===== src/rtl/fpu_pkg.sv =====
// Shared single-precision FPU definitions: field widths, canonical special
// encodings, the iterative-unit state enum and an operand classifier.
package fpu_pkg;

  localparam int EXP_W     = 8;
  localparam int MAN_W     = 23;
  localparam int BIAS      = 127;

  // Root bits per operation: 24 significand bits plus one round bit.
  localparam int ROOT_BITS = 25;
  // Radicand holds the hidden bit, the mantissa and the exponent-parity alignment.
  localparam int RAD_W     = 26;
  // Partial remainder of the restoring recurrence.
  localparam int REM_W     = 28;
  localparam int CNT_W     = 5;

  localparam logic [31:0] NAN_CANON = 32'h7fc00000;
  localparam logic [31:0] POS_INF   = 32'h7f800000;

  typedef enum logic [1:0] {IDLE, ITER, ROUND, DONE} state_t;

  typedef enum logic [1:0] {FC_ZERO, FC_INF, FC_NAN, FC_NORMAL} fclass_t;

  // Classify the magnitude field; denormals are flushed and report as zero.
  function automatic fclass_t classify(input logic [EXP_W+MAN_W-1:0] mag);
    logic [EXP_W-1:0] e;
    logic [MAN_W-1:0] m;
    e = mag[EXP_W+MAN_W-1:MAN_W];
    m = mag[MAN_W-1:0];
    if (e == '0) return FC_ZERO;
    if (e == '1) return (m == '0) ? FC_INF : FC_NAN;
    return FC_NORMAL;
  endfunction

endpackage


===== src/rtl/fsqrt_iter_sqrt_step.sv =====
// sqrt_step: one combinational step of the restoring square-root recurrence.
// Ports:
//   rem       - current partial remainder
//   root      - partial root developed so far
//   pair      - next two radicand bits (zero once the radicand is exhausted)
//   rem_next  - remainder after this step
//   root_next - root with the new bit appended
//   root_bit  - the root bit produced by this step
module sqrt_step
  import fpu_pkg::*;
(
  input  logic [REM_W-1:0]     rem,
  input  logic [ROOT_BITS-1:0] root,
  input  logic [1:0]           pair,
  output logic [REM_W-1:0]     rem_next,
  output logic [ROOT_BITS-1:0] root_next,
  output logic                 root_bit
);

  logic [REM_W-1:0] shifted;
  logic [REM_W-1:0] trial;
  logic [REM_W:0]   diff;
  logic             unused_rem_hi;

  // The remainder never exceeds 2*root < 2^26, so the two bits shifted out are always zero.
  assign shifted       = {rem[REM_W-3:0], pair};
  assign trial         = {{(REM_W-ROOT_BITS-2){1'b0}}, root, 2'b01};
  assign diff          = {1'b0, shifted} - {1'b0, trial};
  // No borrow means the trial subtrahend fits: root bit is 1 and the difference is kept.
  assign root_bit      = ~diff[REM_W];
  assign rem_next      = root_bit ? diff[REM_W-1:0] : shifted;
  assign root_next     = {root[ROOT_BITS-2:0], root_bit};
  assign unused_rem_hi = ^rem[REM_W-1:REM_W-2];

endmodule


===== src/rtl/fsqrt_iter.sv =====
// fsqrt_iter: iterative IEEE-754 single-precision square root, one root bit
// per cycle, round-to-nearest-even. One operation in flight.
// Ports:
//   clk       - clock, rising edge
//   rstn      - asynchronous active-low reset
//   in_valid  - operand x presented
//   in_ready  - high only while idle
//   x         - operand, IEEE single
//   out_valid - result available, held until out_ready
//   out_ready - consumer accepts result
//   y         - result, IEEE single
module fsqrt_iter
  import fpu_pkg::*;
(
  input  logic        clk,
  input  logic        rstn,
  input  logic        in_valid,
  output logic        in_ready,
  input  logic [31:0] x,
  output logic        out_valid,
  input  logic        out_ready,
  output logic [31:0] y
);

  localparam logic [CNT_W-1:0] ITER_LAST = CNT_W'(ROOT_BITS - 1);

  state_t               state_q, state_d;
  logic [CNT_W-1:0]     cnt_q;
  logic [RAD_W-1:0]     rad_q;
  logic [REM_W-1:0]     rem_q, rem_next;
  logic [ROOT_BITS-1:0] root_q, root_next;
  logic [EXP_W-1:0]     exp_q;
  logic [31:0]          y_q;
  logic                 unused_root_bit;

  fclass_t              x_class;
  logic                 x_special;
  logic [31:0]          special_y;
  logic [EXP_W-1:0]     x_exp, res_exp;
  logic [MAN_W-1:0]     x_man;
  logic [RAD_W-1:0]     x_rad;
  logic                 accept;

  // Pack the developed root into a result. r is the root without its leading
  // one; r[0] is the round bit. A carry out of the mantissa wraps it to zero
  // and bumps the exponent.
  function automatic logic [31:0] round_pack(input logic [EXP_W-1:0]     e,
                                             input logic [ROOT_BITS-2:0] r,
                                             input logic                 sticky);
    logic           up;
    logic [MAN_W:0] sum;
    up  = r[0] & (sticky | r[1]);
    sum = {1'b0, r[ROOT_BITS-2:1]} + {{MAN_W{1'b0}}, up};
    return {1'b0, e + {{(EXP_W-1){1'b0}}, sum[MAN_W]}, sum[MAN_W-1:0]};
  endfunction

  // Operand decode: special-case result, result exponent and aligned radicand.
  always_comb begin
    x_exp     = x[30:23];
    x_man     = x[22:0];
    x_class   = classify(x[30:0]);
    x_special = 1'b1;
    special_y = NAN_CANON;
    case (x_class)
      FC_ZERO:   special_y = {x[31], 31'b0};
      FC_NAN:    special_y = NAN_CANON;
      FC_INF:    special_y = x[31] ? NAN_CANON : POS_INF;
      default:   x_special = x[31];
    endcase
    // ((E+1)>>1) + 63, written so every exponent bit participates.
    res_exp = {1'b0, x_exp[EXP_W-1:1]} + {{(EXP_W-1){1'b0}}, x_exp[0]} + EXP_W'(BIAS / 2);
    // Odd biased exponent means an even unbiased exponent: no extra factor of 2.
    x_rad   = x_exp[0] ? {2'b01, x_man, 1'b0} : {1'b1, x_man, 2'b00};
  end

  sqrt_step u_step (
    .rem       (rem_q),
    .root      (root_q),
    .pair      (rad_q[RAD_W-1:RAD_W-2]),
    .rem_next  (rem_next),
    .root_next (root_next),
    .root_bit  (unused_root_bit)
  );

  always_ff @(posedge clk or negedge rstn) begin
    if (!rstn) state_q <= IDLE;
    else       state_q <= state_d;
  end

  always_comb begin
    state_d   = state_q;
    in_ready  = 1'b0;
    out_valid = 1'b0;
    accept    = 1'b0;
    case (state_q)
      IDLE: begin
        in_ready = 1'b1;
        accept   = in_valid;
        if (in_valid) state_d = x_special ? DONE : ITER;
      end
      ITER: begin
        if (cnt_q == ITER_LAST) state_d = ROUND;
      end
      ROUND: begin
        state_d = DONE;
      end
      DONE: begin
        out_valid = 1'b1;
        if (out_ready) state_d = IDLE;
      end
      default: state_d = IDLE;
    endcase
  end

  // Recurrence datapath: loaded on accept, one step per ITER cycle.
  always_ff @(posedge clk) begin
    case (state_q)
      IDLE: begin
        if (accept) begin
          rem_q  <= '0;
          root_q <= '0;
          rad_q  <= x_rad;
          exp_q  <= res_exp;
          cnt_q  <= '0;
        end
      end
      ITER: begin
        rem_q  <= rem_next;
        root_q <= root_next;
        rad_q  <= {rad_q[RAD_W-3:0], 2'b00};
        cnt_q  <= cnt_q + CNT_W'(1);
      end
      default: ;
    endcase
  end

  // Result register: specials resolve on the accept edge, normals in ROUND.
  always_ff @(posedge clk or negedge rstn) begin
    if (!rstn) begin
      y_q <= '0;
    end else if (accept && x_special) begin
      y_q <= special_y;
    end else if (state_q == ROUND) begin
      y_q <= round_pack(exp_q, root_q[ROOT_BITS-2:0], rem_q != '0);
    end
  end

  assign y = y_q;

endmodule


===== config.mk =====
export PLATFORM = sky130hd
export DESIGN_NAME = fsqrt_iter
export DESIGN_NICKNAME = d
export VERILOG_FILES = /design/src/rtl/fpu_pkg.sv /design/src/rtl/fsqrt_iter_sqrt_step.sv /design/src/rtl/fsqrt_iter.sv
export SDC_FILE = /design/constraint.sdc
export NUM_CORES = 1
export LEC_CHECK = 0
export ABC_AREA = 1
export CAP_MARGIN = 20
export CELL_PAD_IN_SITES_DETAIL_PLACEMENT = 0
export CELL_PAD_IN_SITES_GLOBAL_PLACEMENT = 2
export CORE_UTILIZATION = 35
export DETAILED_ROUTE_END_ITERATION = 10
export GPL_TIMING_DRIVEN = 0
export PLACE_DENSITY = 0.81
export SYNTH_ARGS = -nofsm -noshare
export SYNTH_HDL_FRONTEND = slang
export SYNTH_SLANG_ARGS = --single-unit

===== constraint.sdc =====
create_clock -name clk -period 10.7 [get_ports clk]
set_clock_uncertainty 0.2 [all_clocks]
set_input_delay 1.605 -clock clk [delete_from_list [all_inputs] [get_ports clk]]
set_output_delay 1.605 -clock clk [all_outputs]
set_load 0.05 [all_outputs]

Yosys cells after proc, flatten, opt, wreduce, memory -nomap -nowiden
Cells that the tools add are included.

Add/sub/neg operators: 6. Mux-type cells: 31. Reduce and logical (&&, ||, !) cells: 12. Equal/unequal tests: 11. Bitwise gates (word level): 3.

Operators with widths (number): 32-bit two-way mux (2); 32-bit case mux with 2 select lines (1); 28-bit two-way mux (2); 28-bit case mux with 2 select lines (1); 26-bit two-way mux (2); 26-bit case mux with 2 select lines (1); 25-bit case mux with 2 select lines (1); 28-bit by 27-bit subtractor with 29-bit output (1); 28-bit nonzero test (1); 25-bit two-way mux (1); 23-bit by 1-bit adder with 24-bit output (1); 23-bit logical NOT (1); 23-bit two-way mux (1); 2-bit two-way mux (9); 5-bit case mux with 2 select lines (1); 7-bit by 1-bit adder with 8-bit output (1); 8-bit by 1-bit adder with 8-bit output (1); 8-bit by 6-bit adder with 8-bit output, second input constant (1); 8-bit equality test, second input constant (1); 8-bit logical NOT (1); 2-bit != test, second input constant (4); 2-bit case mux with 4 select lines (1); 1-bit two-way mux (7); 2-bit equality test, second input constant (3); other kinds (13) (17).

Logic and storage cells: 70. Output and inout port bits: 34. Bits of input ports: 36. Bits in registers: 126.

Logic depth before layout (Yosys ltp)
Gate-level depths: netlist of the first run.

Depth after elaboration: 11. Depth in mapped cells: 15. Gate-level depth less buffers: 15.

Modules after synthesis
Synthesis of the first run repeated with hierarchy kept, for this count alone.

Cell total of the unflattened synthesis: 1291. Area total of the unflattened synthesis: 9086.2 sq um.

By module, submodules not included: fsqrt_iter (area each 6359.8 sq um, instances 1, sequential area each 3583.4 sq um, cells each 724); sqrt_step (area each 2726.4 sq um, instances 1, sequential area each 0.0 sq um, cells each 567).

Least setup slack after synthesis of the first run
No wires, ideal clock.

Path kind: register to register. Start point: register state_q[0]. End point: register cnt_q[0] (enable). Library setup time: 640 ps. Required time: 9860 ps. Buffers on the path: 0. Arrival: 6767 ps. Setup slack: 3094 ps. Cell stages (with the launch flop): 4. Clock period less this slack: 7606 ps. Path through: dfrtp_1 -> inv_1 -> ha_1 -> o21ai_0.

Longest elaborated chain between the ends: 4. Elaborated cells between the ends (all ways): 6. Those cells by class: eq/ne: 2; mux: 1; reduce/logical: 3.

Ends and longest elaborated chain: start: declaration (line fsqrt_iter.sv:27) `state_t state_q, state_d;`; start signal: assignment (line fsqrt_iter.sv:87) `else state_q <= state_d;`; 2-bit logical NOT (line fsqrt_iter.sv:95, fsqrt_iter.sv:117); 1-bit two-way mux (line fsqrt_iter.sv:95) `case (state_q)`; 2-bit != test (no source line); 2-bit AND reduction (no source line) (*); end signal: assignment (line fsqrt_iter.sv:131) `cnt_q <= cnt_q + CNT_W'(1);`; end: declaration (line fsqrt_iter.sv:28) `logic [CNT_W-1:0] cnt_q;`.

Mark *: on every way between the ends. The rest lies on a longest branch, timed or not. A chain may end at the register's enable or synchronous reset.

Worst setup path in the final report of the first run
Start point: register state_q[1]. End point: output port in_ready.

Longest elaborated chain between the ends: 2.

Ends and longest elaborated chain: 2-bit logical NOT (line fsqrt_iter.sv:95); 1-bit two-way mux (line fsqrt_iter.sv:95); end: declaration (line fsqrt_iter.sv:18) `output logic in_ready,`.

No other way between the ends.

==> flow_metrics.env, run 1 <==
export IMPL_status="completed"
export IMPL_synth_most_common_cell="nand2_1"
export IMPL_yosysUniqueCellTypes=39
export IMPL_cts_sinks=125
export IMPL_critPathMaxFanout=6
export IMPL_post_cts_buffers=0
export IMPL_dp_cells=1530
export IMPL_port_buffers=69
export IMPL_grt_pass1_wl_um=38500
export IMPL_h_tree_depth=4
export IMPL_slowest_delay_ns=0.87
export IMPL_cap_violations=0
export IMPL_cts_buffers=17
export IMPL_synthTopCellsByArea="edfxtp_1, nand2_1, dfrtp_1"
export IMPL_tightest_slew_ns=0.776
export IMPL_syn_nets=1214
export IMPL_synth_top_cell_area_share_pct=32.1
export IMPL_place_ws_ns=6.81
export IMPL_dp_hpwl_um=19800
export IMPL_ctsResizeCount=0
export IMPL_drc=0
export IMPL_stdcell_count=1562
export IMPL_synth_edf_count=91
export IMPL_fillCellCount=2588
export IMPL_timing_final_crit_share_pct=36.7
export IMPL_diodes=0
export IMPL_rsz0062_at_grt="false"
export IMPL_track_usage_pct=20.8
export IMPL_async_reset_ff_share_pct=27.2
export IMPL_start_util_pct=35.9
export IMPL_critPathLaunchType="flop"
export IMPL_synth_cells=1139
export IMPL_synth_area_mm2=0.00851
export IMPL_timing_fmax_mhz=255
export IMPL_yosysSeqAreaShare_pct=42.1
export IMPL_crit_type="flop to output pin"
export IMPL_fin_util_pct=43.4
export IMPL_dieArea_mm2=0.0249
export IMPL_ys_ff_latch=125
export IMPL_ys_flop_type="edfxtp_1"
export IMPL_root_buffer="clkbuf_16"
export IMPL_row_count=56
export IMPL_antenna_found_initial=0
export IMPL_vias=7335
export IMPL_ios=70
export IMPL_setup_viol=0
export IMPL_relSlewSlack_pct=48.2
export IMPL_first_pass_iters=7
export IMPL_cts_tree="built"
export IMPL_cp_data_required_time_ns=8.90
export IMPL_hold_path_class="flop to flop"
export IMPL_slew_violations=0
export IMPL_ant_nets=0
export IMPL_first_iter_violations=479
export IMPL_insertion_delay_ns=0.42
export IMPL_postCtsHoldBufs=0
export IMPL_avgSynthCellArea_um2=7.47
export IMPL_slowest_stage="clkdlybuf4s50_1"
export IMPL_yosys_area_top_type="edfxtp_1"
export IMPL_grt_max_degree=35
export IMPL_die_y_um=158
export IMPL_synthTopCellsByCount="nand2_1, inv_1, nor2_1"
export IMPL_die_w_um=158
export IMPL_grt_overflow=0
export IMPL_num_nets_final=1305
export IMPL_crit_path_cell_trace="inv_1 -> ha_1 -> clkdlybuf4s50_1"
export IMPL_wire_per_inst_um=15.7
export IMPL_area_growth_pct=20.7
export IMPL_grt_pass1_vias=7073
export IMPL_coreArea_mm2=0.0237
export IMPL_end_kind="output pin"
export IMPL_clk_pin_slew_ns=0.06
export IMPL_arrival_ns=2.12
export IMPL_gp_congestion=0.875
export IMPL_finalWorstSetupSlack_ns=6.77
export IMPL_synth_warnings=0
export IMPL_cts_buffer_depth=2
export IMPL_viasPerCell=4.70
export IMPL_period_needed_ns=3.93
export IMPL_hold_viol_final=0
export IMPL_cpLargestDelayFamily="buffers and inverters"
export IMPL_routed_wl_um=24500
export IMPL_worst_path_buf_inv=2
export IMPL_drive_gt1_share_pct=6.36
-- flip-flops by register name (all words and copies together) (netlist names) --
register and flops:
cnt_q 5, rad_q 25, root_q 25, rem_q 28, state_q 2, exp_q 8, y 32
-- stage by stage --
| step | instance area (um2) | hold slack [ns] | TNS, ns |
|---|---|---|---|
| 2_1_floorplan | 8510 | 0.296 | 0 |
| 3_3_place_gp | 9600 | 0.268 | -5.04 |
| 3_5_place_dp | 9670 | 0.265 | 0 |
| 4_1_cts | 10300 | 0.282 | 0 |
| 5_1_grt | 10300 | 0.301 | 0 |
| 6_report | 10300 | 0.278 | 0 |
-- area by class of cell --
type	count	area, um2	area share [%]
well taps	319	399	3.89
inverters	231	872	8.49
clock inverters	14	168	1.63
clock buffers	18	429	4.18
repair buffers	72	753	7.33
flip-flops and latches	125	3580	34.9
plain buffers	22	144	1.40
multi-input cells	761	3920	38.2
-- routing by layer --
metal / wire length, um / up-vias / share of wire, % / global-route usage, %
li1: - / 3816 / - / -
met5: 0 / - / 0 / 0
met4: 280 / 0 / 1.1 / 4.58
met3: 957 / 20 / 3.9 / 3.23
met2: 11500 / 145 / 47 / 34.1
met1: 11700 / 3354 / 48 / 28.6
-- cell usage in the layout (no fill, tap or decap), types with 3 or more instances in the layout --
cell type,synthesis,final
xnor2_1,8,8
nor2_2,3,3
clkbuf_16,0,17
nor4_1,6,6
buf_1,4,4
o21ai_0,31,30
edfxtp_1,91,91
o221ai_1,21,21
a31oi_1,6,6
dfrtp_1,34,34
a21oi_1,22,22
nand2_1,348,348
nand2_2,8,8
nor2_1,109,109
xor2_1,31,31
buf_6,8,8
inv_6,0,8
clkinv_4,0,3
nand4_1,16,16
nand3_1,58,58
o22ai_1,3,3
inv_1,222,222
nor3_1,14,14
ha_1,39,39
clkbuf_1,9,10
clkdlybuf4s50_1,0,68
o21ai_1,17,17
inv_2,6,6
-- path summary, 6_finish.rpt --
kind,startpoint,end,cells after the start,slack [ns]
hold / removal,y[18]$_DFFE_PN0P_,y[18]$_DFFE_PN0P_,2,0.28
min in group asynchronous,rstn,y[16]$_DFFE_PN0P_,1,1.06
max in group asynchronous,rstn,y[20]$_DFFE_PN0P_,1,8.74
setup / recovery,state_q[1]$_DFFE_PN0P_,in_ready,3,6.77
hold reg to reg,y[18]$_DFFE_PN0P_,y[18]$_DFFE_PN0P_,2,0.28
setup reg to reg,root_q[3]$_SDFFCE_PN0P_,y[29]$_DFFE_PN0P_,15,7.23
-- cell families after synthesis --
logic type / after synthesis / synth area share [%]
AO/OA/AOI/OAI: 105 / 7.51
AND/OR/NAND/NOR: 578 / 28.7
XOR/XNOR: 39 / 4.01
flip-flops: 125 / 42.1
buffers and inverters: 253 / 11.9
adder cells (fa/ha/maj): 39 / 5.73
-- tightest hold or removal path: stages, from the launching register on --
cell and delay (ns):
dfrtp_1 0.34, nand2_1 0.05, nand2_1 0.05
Power of run 1 is left out: the tool's default activity adds up to more than one toggle a clock period on the data nets, which glitch-free logic cannot reach.
==> run 2: changes to the inputs <==
==> constraint.sdc (replaced) <==
create_clock -name clk -period 4 [get_ports clk]
set_clock_uncertainty 0.2 [all_clocks]
set_input_delay 0.6 -clock clk [delete_from_list [all_inputs] [get_ports clk]]
set_output_delay 0.6 -clock clk [all_outputs]
set_load 0.05 [all_outputs]
==> flow_metrics.env, run 2 (synthesis gave the netlist of run 1 again) <==
export IMPL_holdWs_ns=0.0626
export IMPL_fin_util_pct=43.1
export IMPL_gp_congestion=0.847
export IMPL_arrival_ns=3.68
export IMPL_fin_tns_setup_ns=0
export IMPL_worst_r2r_startpoint="root_q[3]$_SDFFCE_PN0P_"
export IMPL_h_tree_depth=4
export IMPL_rsz0062_at_grt="false"
export IMPL_first_pass_iters=5
export IMPL_grt_max_degree=35
export IMPL_period_needed_ns=3.54
export IMPL_clk_pin_slew_ns=0.06
export IMPL_postCtsHoldBufs=0
export IMPL_die_y_um=158
export IMPL_drc=0
export IMPL_vias=7360
export IMPL_row_count=56
export IMPL_track_usage_pct=20.9
export IMPL_insertion_delay_ns=0.43
export IMPL_dp_cells=1529
export IMPL_slew_violations=0
export IMPL_antenna_found_initial=1
export IMPL_num_nets_final=1304
export IMPL_port_buffers=69
export IMPL_start_util_pct=35.9
export IMPL_reg2regPathDepth=15
export IMPL_layout_commonest_cell="nand2_1"
export IMPL_timing_fmax_mhz=282
export IMPL_coreArea_mm2=0.0237
export IMPL_first_iter_violations=482
export IMPL_relSlewSlack_pct=32.9
export IMPL_root_buffer="clkbuf_16"
export IMPL_final_cell_mix="nand2_1, inv_1, nor2_1"
export IMPL_dieArea_mm2=0.0249
export IMPL_cts_sinks=125
export IMPL_timing_final_crit_share_pct=88.6
export IMPL_diodes=0
export IMPL_largest_reg_flops=32
export IMPL_hold_path_class="input port to async pin"
export IMPL_critPathMaxFanout=5
export IMPL_r2r_slack_ns=0.46
export IMPL_wire_per_inst_um=15.9
export IMPL_hold_viol_final=0
export IMPL_viasPerCell=4.71
export IMPL_ant_nets=0
export IMPL_status="completed"
export IMPL_ios=70
export IMPL_crit_type="flop to flop"
export IMPL_routed_wl_um=24800
export IMPL_grt_pass1_wl_um=38700
export IMPL_setup_viol=0
export IMPL_stdcell_count=1561
export IMPL_die_w_um=158
export IMPL_r2r_end="y[29]$_DFFE_PN0P_"
export IMPL_post_cts_buffers=0
export IMPL_end_kind="flop"
export IMPL_drive_gt1_share_pct=6.28
export IMPL_dp_hpwl_um=19700
export IMPL_area_growth_pct=20.1
export IMPL_ctsResizeCount=0
export IMPL_grt_overflow=0
export IMPL_cts_buffer_depth=2
export IMPL_tightest_slew_ns=1.00
export IMPL_cap_violations=0
export IMPL_cts_tree="built"
export IMPL_cts_buffers=17
export IMPL_cp_data_required_time_ns=4.14
export IMPL_critPathLaunchType="flop"
export IMPL_grt_pass1_vias=7182
## run 2: worst max path at each step
| stage | startpoint | to | depth (start not counted) |
|---|---|---|---|
| floorplan | state_q[0]$_DFFE_PN0P_ | cnt_q[0]$_SDFFCE_PN0P_ | 3 |
| global placement | state_q[1]$_DFFE_PN0P_ | rem_q[24]$_SDFFCE_PN0P_ | 4 |
| detailed placement | root_q[3]$_SDFFCE_PN0P_ | y[29]$_DFFE_PN0P_ | 15 |
| CTS | root_q[3]$_SDFFCE_PN0P_ | y[29]$_DFFE_PN0P_ | 15 |
| global route | root_q[0]$_SDFFCE_PN0P_ | y[29]$_DFFE_PN0P_ | 15 |
| finish | root_q[3]$_SDFFCE_PN0P_ | y[29]$_DFFE_PN0P_ | 15 |
## run 2: cell type report
class | count | area, um2
Tap cell | 319 | 399
Timing Repair Buffer | 71 | 726
Inverter | 231 | 872
Clock buffer | 17 | 425
Sequential cell | 125 | 3580
Fill cell | 2526 | 13500
Buffer | 22 | 144
Multi-Input combinational cell | 761 | 3920
Clock inverter | 15 | 148
## run 2: worst max-delay path: stages (launching register included)
cell	delay [ns]
edfxtp_1	0.46
nand2_1	0.12
nor2_1	0.17
nand2_1	0.13
nor2_1	0.17
inv_1	0.09
nor4_1	0.33
nand3_1	0.12
nor3_1	0.46
ha_1	0.28
ha_1	0.18
nand3_1	0.11
nor3_1	0.19
xor2_1	0.20
nand2_1	0.09
a31oi_1	0.16
## run 2: per-layer routing
metal  track usage, %  vias up  part of all wire, %
met5                0        -                0.036
met4             4.95        2                  1.1
met3             3.61       21                  3.4
met2             34.3      137                   47
met1             28.4     3399                   48
li1                 -     3801                    -
## run 2: stage by stage
stage,setup WS (ns),cell area [um2]
6_report,0.457,10200
5_1_grt,0.243,10200
4_1_cts,0.599,10200
3_5_place_dp,0.646,9650
3_3_place_gp,-1.08,9600
2_1_floorplan,0.226,8510
Power of run 2 is left out for the same reason.
==> run 3: changes to the inputs <==
--- a/config.mk
+++ b/config.mk
@@ -13,6 +13,7 @@
 export DETAILED_ROUTE_END_ITERATION = 10
 export GPL_TIMING_DRIVEN = 0
 export PLACE_DENSITY = 0.81
+export SLEW_MARGIN = 40
 export SYNTH_ARGS = -nofsm -noshare
 export SYNTH_HDL_FRONTEND = slang
 export SYNTH_SLANG_ARGS = --single-unit
==> flow_metrics.env, run 3 (synthesis gave the netlist of run 1 again) <==
export IMPL_status="completed"
export IMPL_multi_input_area_mm2=0.00392
export IMPL_crit_path_cell_trace="nand2_1 -> nor2_1 -> nand2_1 -> nor2_1 -> inv_1 -> nor4_1 -> nand3_1 -> nor3_1 -> ha_1 -> ha_1 -> nand3_1 -> nor3_1 -> xor2_1 -> nand2_1 -> a31oi_1"
export IMPL_cts_buffers=17
export IMPL_cts_buffer_depth=2
export IMPL_drive_gt1_share_pct=6.58
export IMPL_crit_top_cell="nand2_1"
export IMPL_fillCellCount=2511
export IMPL_die_w_um=158
export IMPL_first_pass_iters=5
export IMPL_root_buffer="clkbuf_16"
export IMPL_hold_viol_final=0
export IMPL_diodes=0
export IMPL_port_buffers=69
export IMPL_grt_overflow=0
export IMPL_clk_pin_slew_ns=0.06
export IMPL_gp_congestion=0.847
export IMPL_ant_nets=0
export IMPL_h_tree_depth=4
export IMPL_grt_max_degree=19
export IMPL_vias=7447
export IMPL_postLayoutCellArea_mm2=0.0103
export IMPL_dieArea_mm2=0.0249
export IMPL_critPathLaunchType="flop"
export IMPL_largest_reg_flops=32
export IMPL_routed_wl_um=25000
export IMPL_slowest_delay_ns=0.48
export IMPL_timing_fmax_mhz=289
export IMPL_area_sequential_mm2=0.00358
export IMPL_cap_violations=0
export IMPL_dp_hpwl_um=20100
export IMPL_viasPerCell=4.76
export IMPL_met1_usage_pct=28.9
export IMPL_cp_data_required_time_ns=4.14
export IMPL_insertion_delay_ns=0.43
export IMPL_timing_final_crit_share_pct=86.7
export IMPL_grt_pass1_vias=7277
export IMPL_use_met3_pct=3.64
export IMPL_ctsResizeCount=0
export IMPL_top_usage_layer="met2"
export IMPL_cts_sinks=125
export IMPL_track_usage_pct=21.2
export IMPL_num_nets_final=1309
export IMPL_post_cts_buffers=0
export IMPL_cts_tree="built"
export IMPL_whs_path_depth=2
export IMPL_setup_viol=0
export IMPL_reg2regPathDepth=15
export IMPL_wire_per_inst_um=15.9
export IMPL_coreArea_mm2=0.0237
export IMPL_worst_path_buf_inv=1
export IMPL_grtUsageMet2_pct=34.5
export IMPL_final_cell_mix="nand2_1, inv_1, nor2_1"
export IMPL_ios=70
export IMPL_die_y_um=158
export IMPL_tightest_slew_ns=0.624
export IMPL_first_iter_violations=542
export IMPL_crit_type="flop to flop"
export IMPL_placed_area_mm2=0.00973
export IMPL_path_depth=15
export IMPL_hold_path_class="flop to flop"
export IMPL_cpLargestDelayFamily="simple AND/OR/NAND/NOR gates"
export IMPL_antenna_found_initial=0
export IMPL_layout_commonest_cell="nand2_1"
export IMPL_rsz0062_at_grt="false"
export IMPL_arrival_ns=3.61
export IMPL_relSlewSlack_pct=58.4
export IMPL_slew_violations=0
export IMPL_end_kind="flop"
export IMPL_area_growth_pct=21.5
export IMPL_slowest_stage="edfxtp_1"
export IMPL_period_needed_ns=3.47
export IMPL_start_util_pct=35.9
export IMPL_drc=0
export IMPL_critPathMaxFanout=5
export IMPL_fin_tns_setup_ns=0
export IMPL_grt_pass1_wl_um=39300
export IMPL_row_count=56
==> run 3: worst paths after layout <==
path                                         startpoint                      to  slack, ns
worst max-delay path            root_q[3]$_SDFFCE_PN0P_       y[29]$_DFFE_PN0P_       0.53
worst min register to register        y[22]$_DFFE_PN0P_       y[22]$_DFFE_PN0P_       0.28
min in group asynchronous                          rstn       y[16]$_DFFE_PN0P_       0.46
worst max register to register  root_q[3]$_SDFFCE_PN0P_       y[29]$_DFFE_PN0P_       0.53
max in group asynchronous                          rstn  state_q[0]$_DFFE_PN0P_       2.70
worst min-delay path                  y[22]$_DFFE_PN0P_       y[22]$_DFFE_PN0P_       0.28
==> run 3: cell type report <==
cell class / count / share of cell area (%)
sequential: 125 / 34.7
multi-input combinational: 761 / 37.9
buffer: 22 / 1.39
tap: 319 / 3.86
timing repair buffer: 76 / 7.96
clock buffer: 18 / 4.15
inverter: 231 / 8.44
clock inverter: 14 / 1.61
==> run 3: layer usage <==
layer | wire (um) | vias up | share of wire (%)
li1 | - | 3822 | -
met1 | 11800 | 3441 | 47
met2 | 11800 | 165 | 47
met3 | 1110 | 19 | 4.4
met4 | 343 | 0 | 1.4
met5 | 0 | - | 0
==> run 3: tightest hold or removal path: cells and delay by family, from the launching register on <==
kind             cells  cell delay, ns
AND/OR/NAND/NOR      2            0.10
flip-flops           1            0.34
==> run 3: what timing repair did <==
action,in CTS,in global routing
setup endpoints to repair,0,0
hold endpoints to repair,16,0
hold buffers,1,0
==> run 3: per-stage QoR <==
step	hold WS, ns	worst slack, ns	instances	util [%]
detailed placement	0.269	0.649	1533	41.1
floorplan	0.104	0.226	1139	-
global route	0.320	0.202	1566	43.7
finish	0.282	0.534	1566	43.7
CTS	0.285	0.619	1566	43.7
global placement	0.268	-1.08	1527	40.5
Power of run 3 is left out for the same reason.
